===== src/rtl/mem_port_arbiter_if.sv =====
// Fetch port, data port and shared memory port of the two-requester arbiter.
// slave is the arbiter's view of the bundle; master is the surrounding CPU/memory view.
interface mem_port_arbiter_if;
  logic        ireq;
  logic [31:0] iaddr;
  logic        iaddr_ok;
  logic        idata_ok;
  logic [31:0] irdata;
  logic        dreq;
  logic        dwr;
  logic [3:0]  dwstrb;
  logic [31:0] daddr;
  logic [31:0] dwdata;
  logic        daddr_ok;
  logic        ddata_ok;
  logic [31:0] drdata;
  logic        mreq;
  logic        mwr;
  logic [3:0]  mwstrb;
  logic [31:0] maddr;
  logic [31:0] mwdata;
  logic        maddr_ok;
  logic        mdata_ok;
  logic [31:0] mrdata;

  modport slave (
    input  ireq, iaddr, dreq, dwr, dwstrb, daddr, dwdata, maddr_ok, mdata_ok, mrdata,
    output iaddr_ok, idata_ok, irdata, daddr_ok, ddata_ok, drdata,
           mreq, mwr, mwstrb, maddr, mwdata
  );

  modport master (
    output ireq, iaddr, dreq, dwr, dwstrb, daddr, dwdata, maddr_ok, mdata_ok, mrdata,
    input  iaddr_ok, idata_ok, irdata, daddr_ok, ddata_ok, drdata,
           mreq, mwr, mwstrb, maddr, mwdata
  );
endinterface


===== src/rtl/mem_port_arbiter.sv =====
// Shares one memory port between instruction fetch and data access, one transaction
// in flight; data side has priority but fetch is forced in after STARVE_MAX data wins.
module mem_port_arbiter #(
  parameter int unsigned STARVE_MAX = 4
) (
  input logic               clk,
  input logic               reset,
  mem_port_arbiter_if.slave bus
);
  localparam int unsigned   CW   = (STARVE_MAX < 1) ? 1 : $clog2(STARVE_MAX + 1);
  localparam logic [CW-1:0] SMAX = CW'(STARVE_MAX);

  typedef enum logic {IDLE = 1'b0, WAIT = 1'b1} state_t;
  typedef enum logic {OWN_I = 1'b0, OWN_D = 1'b1} owner_t;

  state_t        state_q, state_d;
  owner_t        owner_q, owner_d;
  logic [CW-1:0] starve_q, starve_d;
  logic          req_s;
  logic          grant_d_s;
  logic          hs_s;
  logic          resp_s;

  // Request path: pick a winner, forward its attributes and pulse its accept
  always_comb begin
    grant_d_s = bus.dreq && !(bus.ireq && (starve_q == SMAX));
    req_s     = !reset && (state_q == IDLE) && (bus.ireq || bus.dreq);
    hs_s      = req_s && bus.maddr_ok;
    bus.mreq  = req_s;
    if (req_s && grant_d_s) begin
      bus.mwr    = bus.dwr;
      bus.mwstrb = bus.dwstrb;
      bus.maddr  = bus.daddr;
      bus.mwdata = bus.dwdata;
    end else if (req_s) begin
      bus.mwr    = 1'b0;
      bus.mwstrb = 4'b0000;
      bus.maddr  = bus.iaddr;
      bus.mwdata = 32'h0000_0000;
    end else begin
      bus.mwr    = 1'b0;
      bus.mwstrb = 4'b0000;
      bus.maddr  = 32'h0000_0000;
      bus.mwdata = 32'h0000_0000;
    end
    bus.daddr_ok = hs_s && grant_d_s;
    bus.iaddr_ok = hs_s && !grant_d_s;
  end

  // Response path: route memory data to whoever owns the outstanding access
  always_comb begin
    resp_s       = !reset && (state_q == WAIT) && bus.mdata_ok;
    bus.idata_ok = resp_s && (owner_q == OWN_I);
    bus.ddata_ok = resp_s && (owner_q == OWN_D);
    if (bus.idata_ok) begin
      bus.irdata = bus.mrdata;
    end else begin
      bus.irdata = 32'h0000_0000;
    end
    if (bus.ddata_ok) begin
      bus.drdata = bus.mrdata;
    end else begin
      bus.drdata = 32'h0000_0000;
    end
  end

  // Next state: owner capture on accept, starvation counting, release on response
  always_comb begin
    state_d  = state_q;
    owner_d  = owner_q;
    starve_d = starve_q;
    if (reset) begin
      state_d  = IDLE;
      owner_d  = OWN_I;
      starve_d = '0;
    end else begin
      case (state_q)
        IDLE: begin
          if (hs_s) begin
            state_d = WAIT;
            if (grant_d_s) begin
              owner_d = OWN_D;
              // only data wins that make fetch wait count toward starvation
              if (bus.ireq && (starve_q != SMAX)) begin
                starve_d = starve_q + CW'(1);
              end else begin
                starve_d = starve_q;
              end
            end else begin
              owner_d  = OWN_I;
              starve_d = '0;
            end
          end else begin
            state_d = IDLE;
          end
        end
        WAIT: begin
          if (bus.mdata_ok) begin
            state_d = IDLE;
          end else begin
            state_d = WAIT;
          end
        end
        default: begin
          state_d = IDLE;
        end
      endcase
    end
  end

  // State registers
  always_ff @(posedge clk) begin
    state_q  <= state_d;
    owner_q  <= owner_d;
    starve_q <= starve_d;
  end
endmodule


===== src/flat_wrapper.sv =====
// flat-port wrapper written by rule: the top's interface ports become plain ports
module mem_port_arbiter_flat 
#(
  parameter int unsigned STARVE_MAX = 4
)
  (clk, reset, bus_ireq, bus_iaddr, bus_dreq, bus_dwr, bus_dwstrb, bus_daddr, bus_dwdata, bus_maddr_ok, bus_mdata_ok, bus_mrdata, bus_iaddr_ok, bus_idata_ok, bus_irdata, bus_daddr_ok, bus_ddata_ok, bus_drdata, bus_mreq, bus_mwr, bus_mwstrb, bus_maddr, bus_mwdata);
  mem_port_arbiter_if bus_i ();
  input logic clk;
  input logic reset;
  input wire logic [$bits(bus_i.ireq)-1:0] bus_ireq;
  input wire logic [$bits(bus_i.iaddr)-1:0] bus_iaddr;
  input wire logic [$bits(bus_i.dreq)-1:0] bus_dreq;
  input wire logic [$bits(bus_i.dwr)-1:0] bus_dwr;
  input wire logic [$bits(bus_i.dwstrb)-1:0] bus_dwstrb;
  input wire logic [$bits(bus_i.daddr)-1:0] bus_daddr;
  input wire logic [$bits(bus_i.dwdata)-1:0] bus_dwdata;
  input wire logic [$bits(bus_i.maddr_ok)-1:0] bus_maddr_ok;
  input wire logic [$bits(bus_i.mdata_ok)-1:0] bus_mdata_ok;
  input wire logic [$bits(bus_i.mrdata)-1:0] bus_mrdata;
  output wire logic [$bits(bus_i.iaddr_ok)-1:0] bus_iaddr_ok;
  output wire logic [$bits(bus_i.idata_ok)-1:0] bus_idata_ok;
  output wire logic [$bits(bus_i.irdata)-1:0] bus_irdata;
  output wire logic [$bits(bus_i.daddr_ok)-1:0] bus_daddr_ok;
  output wire logic [$bits(bus_i.ddata_ok)-1:0] bus_ddata_ok;
  output wire logic [$bits(bus_i.drdata)-1:0] bus_drdata;
  output wire logic [$bits(bus_i.mreq)-1:0] bus_mreq;
  output wire logic [$bits(bus_i.mwr)-1:0] bus_mwr;
  output wire logic [$bits(bus_i.mwstrb)-1:0] bus_mwstrb;
  output wire logic [$bits(bus_i.maddr)-1:0] bus_maddr;
  output wire logic [$bits(bus_i.mwdata)-1:0] bus_mwdata;
  assign bus_i.ireq = bus_ireq;
  assign bus_i.iaddr = bus_iaddr;
  assign bus_i.dreq = bus_dreq;
  assign bus_i.dwr = bus_dwr;
  assign bus_i.dwstrb = bus_dwstrb;
  assign bus_i.daddr = bus_daddr;
  assign bus_i.dwdata = bus_dwdata;
  assign bus_i.maddr_ok = bus_maddr_ok;
  assign bus_i.mdata_ok = bus_mdata_ok;
  assign bus_i.mrdata = bus_mrdata;
  assign bus_iaddr_ok = bus_i.iaddr_ok;
  assign bus_idata_ok = bus_i.idata_ok;
  assign bus_irdata = bus_i.irdata;
  assign bus_daddr_ok = bus_i.daddr_ok;
  assign bus_ddata_ok = bus_i.ddata_ok;
  assign bus_drdata = bus_i.drdata;
  assign bus_mreq = bus_i.mreq;
  assign bus_mwr = bus_i.mwr;
  assign bus_mwstrb = bus_i.mwstrb;
  assign bus_maddr = bus_i.maddr;
  assign bus_mwdata = bus_i.mwdata;
  mem_port_arbiter #(.STARVE_MAX(STARVE_MAX)) u_core (.clk(clk), .reset(reset), .bus(bus_i));
endmodule

===== config.mk =====
export PLATFORM = sky130hd
export DESIGN_NAME = mem_port_arbiter_flat
export DESIGN_NICKNAME = d
export VERILOG_FILES = /design/src/rtl/mem_port_arbiter_if.sv /design/src/rtl/mem_port_arbiter.sv /design/src/flat_wrapper.sv
export SDC_FILE = /design/constraint.sdc
export NUM_CORES = 1
export LEC_CHECK = 0
export CAP_MARGIN = 20
export CORE_AREA = 2 2 107 109
export DETAILED_ROUTE_END_ITERATION = 10
export DIE_AREA = 0 0 109 111
export PLACE_DENSITY_LB_ADDON = 0.12
export SETUP_SLACK_MARGIN = 0.05
export SLEW_MARGIN = 20
export SYNTH_ARGS = -nofsm -noshare
export SYNTH_HDL_FRONTEND = slang
export SYNTH_SLANG_ARGS = --single-unit
export TNS_END_PERCENT = 5

===== constraint.sdc =====
create_clock -name clk -period 1.6 [get_ports clk]
set_input_delay 0.16 -clock clk [delete_from_list [all_inputs] [get_ports clk]]
set_output_delay 0.16 -clock clk [all_outputs]
set_load 0.02 [all_outputs]

# Word level (Yosys, flattened, before mapping)
# Cells that the tools add are included.
[word_totals]
out_inout_bits = 138
in_bits = 139
ff_bits = 5
word_cells = 41
[classes]
n_reduce_logical = 19
eq_ne = 3
n_addsub = 1
bitwise = 2
n_mux = 13
[op_table]
columns = ["op", "count"]
rows = [
  ["32-bit two-way mux", 5],
  ["1-bit logical AND", 13],
  ["3-bit two-way mux", 2],
  ["1-bit two-way mux", 4],
  ["4-bit two-way mux", 1],
  ["3-bit by 1-bit adder with 3-bit output, second input constant", 1],
  ["3-bit equality test, second input constant", 1],
  ["1-bit logical NOT", 3],
  ["3-bit != test, second input constant", 1],
  ["3-bit AND reduction", 1],
  ["2-bit != test, second input constant", 1],
  ["1-bit inverter", 2],
  ["1-bit one-hot mux with 2 select lines", 1],
  ["2-bit AND reduction", 1],
  ["1-bit logical OR", 1],
]

# Longest topological paths before layout
# Gate-level depths: netlist (run 1).
[depth]
word_depth = 6
mapped_depth = 7
mapped_depth_nobuf = 5

# Least setup slack after synthesis (run 1)
# Ideal clock, no wire load.
[synth_path]
path_type = "register to output"
from = "reg u_core.starve_q[0]"
to = "out bus_maddr[10]"
required_ps = 1440
arrival_ps = 1443
setup_slack_ps = -3
path_buffers = 2
path_stages_with_launch = 8
cell_sequence = "dfxtp_1 inv_1 ha_1 a21boi_1 and3b_1 buf_6 buf_6 a22o_1"
[synth_between]
elab_chain_len = 6
[synth_lines]
columns = ["element", "line_no", "source"]
rows = [
  ["from (decl)", "mem_port_arbiter.sv:18", "logic [CW-1:0] starve_q, starve_d;"],
  ["from (signal assigned)", "mem_port_arbiter.sv:115", "starve_q <= starve_d;"],
  ["3-bit equality test", "mem_port_arbiter.sv:26", "grant_d_s = bus.dreq && !(bus.ireq && (starve_q == SMAX));"],
  ["1-bit logical AND", "mem_port_arbiter.sv:26", ""],
  ["1-bit logical NOT", "mem_port_arbiter.sv:26", ""],
  ["1-bit logical AND", "mem_port_arbiter.sv:26", ""],
  ["1-bit logical AND", "mem_port_arbiter.sv:30", "if (req_s && grant_d_s) begin"],
  ["32-bit two-way mux", "mem_port_arbiter.sv:30", ""],
  ["to (decl)", "flat_wrapper.sv:29", "output wire logic [$bits(bus_i.maddr)-1:0] bus_maddr;"],
]
# No other way between the ends.

# Worst setup path after layout (run 1)
[layout_path]
from = "reg u_core.starve_q[1]"
to = "out bus_maddr[24]"
# The elaborated chain is that of the path after synthesis.

==> impl_metrics.csv, run 1 <==
group,metric,value,unit
logic_synthesis,netlist.area_leader.share,47.3,%
die,fp.dieArea,12100,sq um
clock_network,htree_num_levels,1,
critical_path,critPathRequiredTime,1440,ps
critical_path,crit_path_max_fanout,8,
min_path,hold_path_class,"in2reg",
clock_network,cts_tree,"built",
finish,nets,619,
logic_synthesis,ys_types,28,
sta,min_period,1980,ps
detailed_routing,num_vias,2521,
clock_network,clock_path_buffers,2,
detailed_routing,wl,9.82,mm
logic_synthesis,async_flop_share,0,%
sta,finalSetupViolations,70,
clock_network,clkTransAtPathRegs,40,ps
global_routing,grt_start_max_net_pins,35,
sta,worst_slack,-377,ps
logic_synthesis,postSynthAreaPerCell,7.13,sq um
die,die_w,109,um
sta,rsz0062_at_grt,"yes",
power_and_ir_drop,power_density,339,nW/um^2
power_and_ir_drop,p_leak,2.27,nW
placement,place.gp.congestion,0.794,
clock_network,clk_latency,230,ps
sta,finClkSkew,2.75,ps
critical_path,arrival,1820,ps
sta,max_freq,0.506,GHz
logic_synthesis,ys_seq_area_share,7.35,%
logic_synthesis,synth_ff_type,"dfxtp_1",
critical_path,critPathKind,"reg2out",
detailed_routing,drc,0,
clock_network,clock_sinks,5,
global_routing,grt_use_total,15.2,%
critical_path,critPathLaunchType,"register",
logic_synthesis,synth_common_cells,"and2_1 (103), a22o_1 (32)",
global_routing,antenna_found_initial,0,
run_status,violations,"setup timing",
critical_path,slowest_stage,"dfxtp_2",
die,std_cell_rows,39,
clock_network,cts_root_buffer,"clkbuf_16",
power_and_ir_drop,ir_worst_vdd,0.000236,V
finish,synthToLayoutAreaGrowth,249,%
detailed_routing,drtAntennaViolNets,0,
sta,post-route-period-util,124,%
die,coreArea,11100,sq um
detailed_routing,via_per_inst,4.07,
die,die_h,111,um
critical_path,path_buf_inv,4,
logic_synthesis,synth_edf_count,0,
critical_path,cpPeakStageDelay,320,ps
critical_path,cp-end-kind,"primary output",
logic_synthesis,synth_fp_nets,332,
sta,drv_slew,0,
sta,finalHoldViolations,0,
critical_path,critical_path.cell_chain,"inv_2 > ha_4 > a21boi_2 > and3b_2 > buf_12 > buf_8 > a22o_4 > buf_12",
detailed_routing,dr.pass1.iters,4,
sta,worst_pin_slew,206,ps
detailed_routing,avgRoutedWirePerCell,15.8,um
finish,final_area,4750,sq um
global_routing,grt_first_pass_wirelength,14.4,mm
logic_synthesis,synth.most_common_cell,"and2_1",
logic_synthesis,syn_inst,191,
sta,slew_headroom,86.2,%
logic_synthesis,ys_ff_latch,5,
die,initial_utilization,12.3,%
run_status,status,"complete, but fails checks",
global_routing,overflow,0,
logic_synthesis,netlist_area,1360,sq um
clock_network,cts-buffers-inserted,3,
critical_path,path_delay_family,"buffers and inverters",
job,maxCapViolations,0,
placement,placed_cell_area,4650,sq um
die,pin_count,277,
finish,drive_above_1_share,46.5,%
clock_network,holdBufCountCts,0,
detailed_routing,first_iter_violations,43,
placement,port_buffers,276,
global_routing,grt_pass1_vias,2627,
logic_synthesis,synth_area_leaders,"and2_1 (47%), a22o_1 (21%), dfxtp_1 (7.4%)",
finish,n_antenna_cell,0,
placement,dp_hpwl,7.83,mm
critical_path,cpMostUsedCell,"buf_12",
finish,final_util,42.9,%
logic_synthesis,synth_area_leader_cell,"and2_1",
logic_synthesis,ys.warnings.count,0,
-- sequential cells by signal, summed over array words and instances, names as in the netlist --
| register | count |
|---|---|
| u_core.owner_q | 1 |
| u_core.state_q | 1 |
| u_core.starve_q | 3 |
-- tightest hold or removal path, delay by kind of cell --
| kind | cells | cell delay [ps] |
|---|---|---|
| buffers and inverters | 2 | 410 |
| AND/OR/NAND/NOR | 1 | 50 |
-- power by group --
| group | internal [mW] | total [mW] | switching (mW) |
|---|---|---|---|
| clock network | 0.331 | 0.420 | 0.0890 |
| registers | 0.130 | 0.135 | 0.00539 |
| logic | 0.662 | 1.05 | 0.392 |
-- worst paths after layout --
check / start / depth (start not counted) / slack, ps / to
max: u_core.starve_q[1] / 8 / -380 / bus_maddr[24]
min: reset / 3 / 440 / u_core.state_q
max reg2reg: u_core.starve_q[1] / 6 / 470 / u_core.starve_q[0]
min reg2reg: u_core.state_q / 2 / 540 / u_core.state_q
-- kinds of logic (layout without fill, tap and decap cells) --
kind of cell,after synthesis,after routing,synth area share (%)
simple gates,121,121,55.8
compound gates,39,39,24.3
buf+inv,24,310,10.8
flops,5,5,7.35
fa+ha+maj,2,2,1.84
-- per-layer routing --
layer	global-route usage [%]	wire length, um	vias up	share of wire, %
li1	-	-	1223	-
met1	14.9	3230	1126	33
met2	30.7	5270	166	54
met3	4.88	1250	6	13
met4	2.31	76	0	0.77
met5	0	0	-	0
-- area by class of cell --
type | instances | area [sq um]
clock buffers | 4 | 78.8
fillers | 1151 | 6320
inverters | 5 | 18.8
multi-input cells | 162 | 1450
flip-flops and latches | 5 | 106
well taps | 143 | 179
repair buffers | 301 | 2920
-- repair_timing --
item | in CTS | in global routing
setup buffers | 4 | 0
cloned | 4 | 0
pin swaps | 4 | 7
endpoints found under the setup margin | 138 | 117
resized for setup | 680 | 49
-- layout by cell type, fill, tap and decap left out, types with 2 or more instances in the layout --
cell type / instances
a22o_1: 2
nor2_1: 2
a22o_4: 30
clkdlybuf4s50_1: 136
inv_2: 2
nand3b_1: 2
buf_12: 8
a31oi_1: 2
buf_2: 27
nand3_1: 3
buf_16: 2
and2_1: 91
dfxtp_2: 2
and2_4: 12
inv_1: 3
clkbuf_16: 3
nand2_1: 2
buf_6: 54
dfxtp_1: 2
buf_8: 2
buf_4: 67
dlygate4sd2_1: 2
-- metrics by stage --
| step | setup slack [ps] | total power, mW | TNS (ps) | std cells | hold slack [ps] |
|---|---|---|---|---|---|
| after floorplan | 37.9 | 0.507 | 0 | 191 | 304 |
| after global placement | -675 | 1.13 | -77380 | 609 | 504 |
| after detailed placement | -671 | 1.14 | -78160 | 609 | 523 |
| after CTS | -399 | 1.61 | -19210 | 621 | 440 |
| after global routing | -458 | 1.69 | -23040 | 620 | 480 |
| final | -377 | 1.61 | -16610 | 620 | 444 |
Power figures use the tool's default switching activity.
==> inputs of run 2 (changes only) <==
CORE_AREA = 2 2 109 111   (was 2 2 107 109)
DIE_AREA = 0 0 111 113   (was 0 0 109 111)
clock period = 2.4 ns   (was 1.6 ns; I/O delays follow)
==> run 2 against run 1 <==
The flow now finishes without violations. Global-route usage fell by 0.77 points. Power shrank 43%. Cell count is 2.3% lower. Core utilization down 3.6 points. Combinational power shrank 48%. Die area rose by 3.7%. Via count decreased by 3.5%. Critical path depth fell by 1. Register-to-register slack improved by 690 ps. First-iteration DRC count up 100%. Clock power down 34%. Critical endpoint is now bus_maddr[21].
==> impl_metrics.csv, run 2 (same netlist as run 1, synthesis figures left out) <==
group,metric,value,unit
run_status,status,"finished clean",
clock_network,cts_root_buffer,"clkbuf_16",
clock_network,clk_latency,230,ps
critical_path,rrSetupSlack,1160,ps
critical_path,critPathLaunchType,"register",
detailed_routing,avgRoutedWirePerCell,16.5,um
detailed_routing,wl,9.99,mm
finish,final_cell_mix,"clkdlybuf4s50_1 (142), and2_1 (103), dlygate4sd2_1 (71)",
finish,largest_reg_flops,3,
finish,final_util,39.3,%
finish,register_area,100,sq um
die,die_w,111,um
clock_network,htree_num_levels,1,
sta,finalHoldViolations,0,
die,coreArea,11300,sq um
sta,finalSetupViolations,0,
power_and_ir_drop,ir_worst_vdd,0.000163,V
critical_path,cp-end-kind,"primary output",
power_and_ir_drop,power_density,207,nW/um^2
clock_network,clock_sinks,5,
clock_network,postCtsSetupRepairBufs,0,
clock_network,cts-buffers-inserted,3,
power_and_ir_drop,p_leak,3.00,nW
sta,whs,511,ps
finish,drive_above_1_share,5.83,%
critical_path,crit_path_max_fanout,32,
critical_path,arrival,2020,ps
sta,rsz0062_at_grt,"no",
clock_network,clkTransAtPathRegs,30,ps
placement,placed_cell_area,4290,sq um
sta,post-route-period-util,94.2,%
placement,dp_hpwl,8.28,mm
finish,multi_input_area,1120,sq um
die,fp.dieArea,12500,sq um
critical_path,critPathKind,"reg2out",
sta,fin_tns_setup,0,ps
min_path,hold_path_class,"reg2reg",
detailed_routing,drtAntennaViolNets,0,
finish,reg_top3,"u_core.starve_q: 3 flops, u_core.owner_q: 1 flops, u_core.state_q: 1 flops",
clock_network,clock_path_buffers,2,
placement,placed_cells,602,
global_routing,overflow,0,
global_routing,antenna_found_initial,0,
detailed_routing,drc,0,
global_routing,grt_use_total,14.5,%
detailed_routing,first_iter_violations,88,
sta,max_freq,0.442,GHz
finish,fin_cells,606,
sta,finClkSkew,0.184,ps
die,pin_count,277,
finish,synthToLayoutAreaGrowth,225,%
die,die_h,113,um
finish,final_area,4430,sq um
finish,nets,605,
global_routing,grt_pass1_vias,2412,
die,std_cell_rows,39,
detailed_routing,dr.pass1.iters,4,
clock_network,cts_tree,"built",
finish,n_antenna_cell,0,
die,initial_utilization,12.1,%
detailed_routing,num_vias,2432,
global_routing,grt_start_max_net_pins,53,
critical_path,critPathRequiredTime,2160,ps
sta,worst_pin_slew,270,ps
finish,fillCellCount,1163,
sta,drv_slew,0,
finish,layout_commonest_cell,"clkdlybuf4s50_1",
sta,min_period,2260,ps
placement,place.gp.congestion,0.827,
placement,port_buffers,276,
global_routing,grt_first_pass_wirelength,14.2,mm
sta,slew_headroom,82.0,%
finish,largest_register,"u_core.starve_q",
detailed_routing,via_per_inst,4.01,
min_path,holdPathStages,1,
clock_network,holdBufCountCts,0,
job,maxCapViolations,0,
critical_path,r2r_cells,6,
==> run 2: cell types whose count changed in the layout (fill, tap and decap cells not counted), moves of 3 or more <==
| cell | before | now |
|---|---|---|
| buf_6 | 54 | 0 |
| and2_1 | 91 | 103 |
| dlygate4sd2_1 | 2 | 71 |
| a22o_1 | 2 | 32 |
| dfxtp_1 | 2 | 5 |
| a22o_4 | 30 | 0 |
| and2_4 | 12 | 0 |
| clkdlybuf4s50_1 | 136 | 142 |
| dlymetal6s2s_1 | 0 | 56 |
| buf_12 | 8 | 4 |
| buf_2 | 27 | 0 |
| buf_4 | 67 | 14 |
==> run 2: path summary, 6_finish.rpt <==
kind / startpoint / to
min: u_core.starve_q[0] / u_core.starve_q[0]
max: u_core.starve_q[0] / bus_maddr[21]
max reg2reg: u_core.starve_q[0] / u_core.starve_q[0]
min reg2reg: u_core.starve_q[0] / u_core.starve_q[0]
==> run 2: stage by stage <==
| stage | power, mW | setup WS [ps] |
|---|---|---|
| finish | 0.918 | 140 |
| global route | 0.963 | 54.4 |
| CTS | 0.934 | 50.4 |
| detailed placement | 0.686 | -30.1 |
| global placement | 0.685 | 7.48 |
| floorplan | 0.292 | 717 |
==> run 2: layer usage <==
| layer | track usage, % | vias to the layer above | share of wire (%) |
|---|---|---|---|
| met1 | 15.7 | 1086 | 36 |
| li1 | - | 1190 | - |
| met3 | 4.66 | 7 | 9.5 |
| met2 | 28.2 | 149 | 54 |
| met5 | 0 | - | 0 |
| met4 | 1.75 | 0 | 0.63 |
==> run 2: worst max-delay path, cell delays in order (launching register included) <==
cell and delay [ps]:
dfxtp_1 370, inv_1 60, ha_1 240, a21boi_2 190, and3b_1 220, buf_12 170
a22o_1 190, dlygate4sd2_1 330
==> run 2: final cells by class <==
cell class              instances  area share (%)
multi-input cells             162            25.3
clock buffers                   4            1.78
inverters                       5           0.424
flip-flops and latches          5            2.26
repair buffers                287            66.2
well taps                     143            4.04
==> run 2: what timing repair did <==
| item | in CTS | in global routing |
|---|---|---|
| setup endpoints to repair | 71 | 71 |
| resized for setup | 71 | 57 |
| hold endpoints to repair | 0 | 0 |
==> run 2: power breakdown <==
part / internal (mW) / switching, mW
Sequential: 0.0868 / 0.00292
Combinational: 0.331 / 0.218
Clock: 0.221 / 0.0589
==> inputs of run 3 (changes only) <==
CAP_MARGIN = unset   (was 20)
CORE_AREA = 2 2 108 110   (was 2 2 109 111)
DIE_AREA = 0 0 110 112   (was 0 0 111 113)
HOLD_SLACK_MARGIN = 0.05   (was unset)
clock period = 2.55 ns   (was 2.4 ns; I/O delays follow)
==> run 3 against run 2 <==
Power down 3.0%. Clock-buffer cell count did not move. Combinational power is 1% lower. Flip-flop and latch count unchanged. Critical path depth is 1 lower. First-iteration DRC count increased by 32%. Register-to-register slack better by 230 ps. Sequential power shrank 5.8%. Die area down 1.8%. Core utilization rose by 0.73 points. Critical endpoint is now bus_irdata[26]. Highest routed layer is now met5.
==> impl_metrics.csv, run 3 (same netlist as run 1, synthesis figures left out) <==
group,metric,value,unit
run_status,status,"finished clean",
global_routing,grt_use_total,14.9,%
finish,layout_commonest_cell,"clkdlybuf4s50_1",
sta,slew_headroom,79.2,%
die,pin_count,277,
sta,post-route-period-util,93.3,%
critical_path,r2r_cells,5,
global_routing,grt_pass1_vias,2341,
power_and_ir_drop,power.total,0.891,mW
clock_network,htree_num_levels,1,
detailed_routing,dr.pass1.iters,4,
sta,whs,512,ps
placement,place.gp.congestion,0.789,
power_and_ir_drop,ir_worst_vdd,0.000161,V
power_and_ir_drop,power_density,199,nW/um^2
finish,largest_reg_flops,3,
clock_network,clkTransAtPathRegs,40,ps
finish,final_area,4470,sq um
finish,nets,605,
critical_path,reg2reg_from,"u_core.starve_q[0]",
detailed_routing,avgRoutedWirePerCell,17.1,um
critical_path,arrival,2130,ps
detailed_routing,num_vias,2428,
die,die_w,110,um
detailed_routing,first_iter_violations,116,
sta,worst_pin_slew,311,ps
job,maxCapViolations,0,
clock_network,cts_tree,"built",
detailed_routing,wl,10.4,mm
finish,n_antenna_cell,0,
die,die_h,112,um
finish,register_area,100,sq um
die,initial_utilization,12.2,%
sta,finalHoldViolations,0,
die,std_cell_rows,39,
finish,multi_input_area,1120,sq um
clock_network,postCtsSetupRepairBufs,0,
min_path,hp-start,"u_core.starve_q[2]",
critical_path,cp-end-kind,"primary output",
sta,rsz0062_at_grt,"no",
critical_path,critPathRequiredTime,2300,ps
critical_path,critPathKind,"in2out",
sta,drv_slew,0,
clock_network,cts-buffers-inserted,3,
placement,placed_cell_area,4310,sq um
min_path,holdPathStages,2,
critical_path,critPathLaunch,"reset",
global_routing,overflow,0,
sta,finalSetupViolations,0,
detailed_routing,drc,0,
global_routing,grt_first_pass_wirelength,13.9,mm
global_routing,antenna_found_initial,1,
die,fp.dieArea,12300,sq um
clock_network,clock_sinks,5,
finish,final_cell_mix,"clkdlybuf4s50_1 (206), and2_1 (103), dlymetal6s2s_1 (43)",
critical_path,critPathLaunchType,"input port",
power_and_ir_drop,p_leak,2.45,nW
finish,fillCellCount,1141,
sta,min_period,2380,ps
placement,port_buffers,276,
critical_path,crit_path_max_fanout,20,
clock_network,clk_latency,230,ps
sta,fin_tns_setup,0,ps
clock_network,cts_root_buffer,"clkbuf_16",
min_path,hold_path_class,"reg2reg",
global_routing,grt_start_max_net_pins,42,
detailed_routing,via_per_inst,4.01,
sta,max_freq,0.420,GHz
detailed_routing,drtAntennaViolNets,0,
finish,reg_top3,"u_core.starve_q: 3 flops, u_core.owner_q: 1 flops, u_core.state_q: 1 flops",
die,coreArea,11200,sq um
finish,final_util,40.0,%
finish,synthToLayoutAreaGrowth,228,%
placement,dp_hpwl,8.62,mm
finish,largest_register,"u_core.starve_q",
finish,drive_above_1_share,4.97,%
clock_network,clock_path_buffers,2,
sta,finClkSkew,3.46,ps
run 3: through the flow:
stage / worst slack (ps) / cells
2_1_floorplan: 852 / 191
3_3_place_gp: 102 / 602
3_5_place_dp: 83.8 / 602
4_1_cts: 51.3 / 606
5_1_grt: 60.1 / 606
6_report: 170 / 606
run 3: final cells by class:
class	instances	share of cell area, %
flip-flops and latches	5	2.24
clock buffers	4	1.76
multi-input cells	162	25.0
well taps	143	4.00
inverters	5	0.420
repair buffers	287	66.6
run 3: layer usage:
layer | wire length (um) | up-vias | track usage (%)
li1 | - | 1191 | -
met1 | 3550 | 1077 | 14.7
met2 | 5330 | 144 | 28.5
met3 | 1300 | 14 | 6.03
met4 | 165 | 2 | 2.78
met5 | 13 | - | 0
run 3: path summary, 6_finish.rpt:
check                                          end  slack (ps)
worst min register to register  u_core.starve_q[2]         510
worst max register to register  u_core.starve_q[0]        1390
worst min-delay path            u_core.starve_q[2]         510
worst max-delay path                bus_irdata[26]         170
run 3: report_power, final:
part	switching [mW]	internal [mW]
Combinational	0.208	0.335
Clock	0.0552	0.208
Sequential	0.00294	0.0817
Total	0.267	0.624
run 3: worst max-delay path: stages:
cell and delay, ps:
clkdlybuf4s50_1 440, buf_4 180, nor3_2 200, buf_4 250
and2_1 150, clkdlybuf4s50_1 640
run 3: repair_timing:
action	4_1_cts	5_1_grt
gates cloned	0	0
setup endpoints to repair	23	43
resized for setup	23	43
hold buffers	0	0
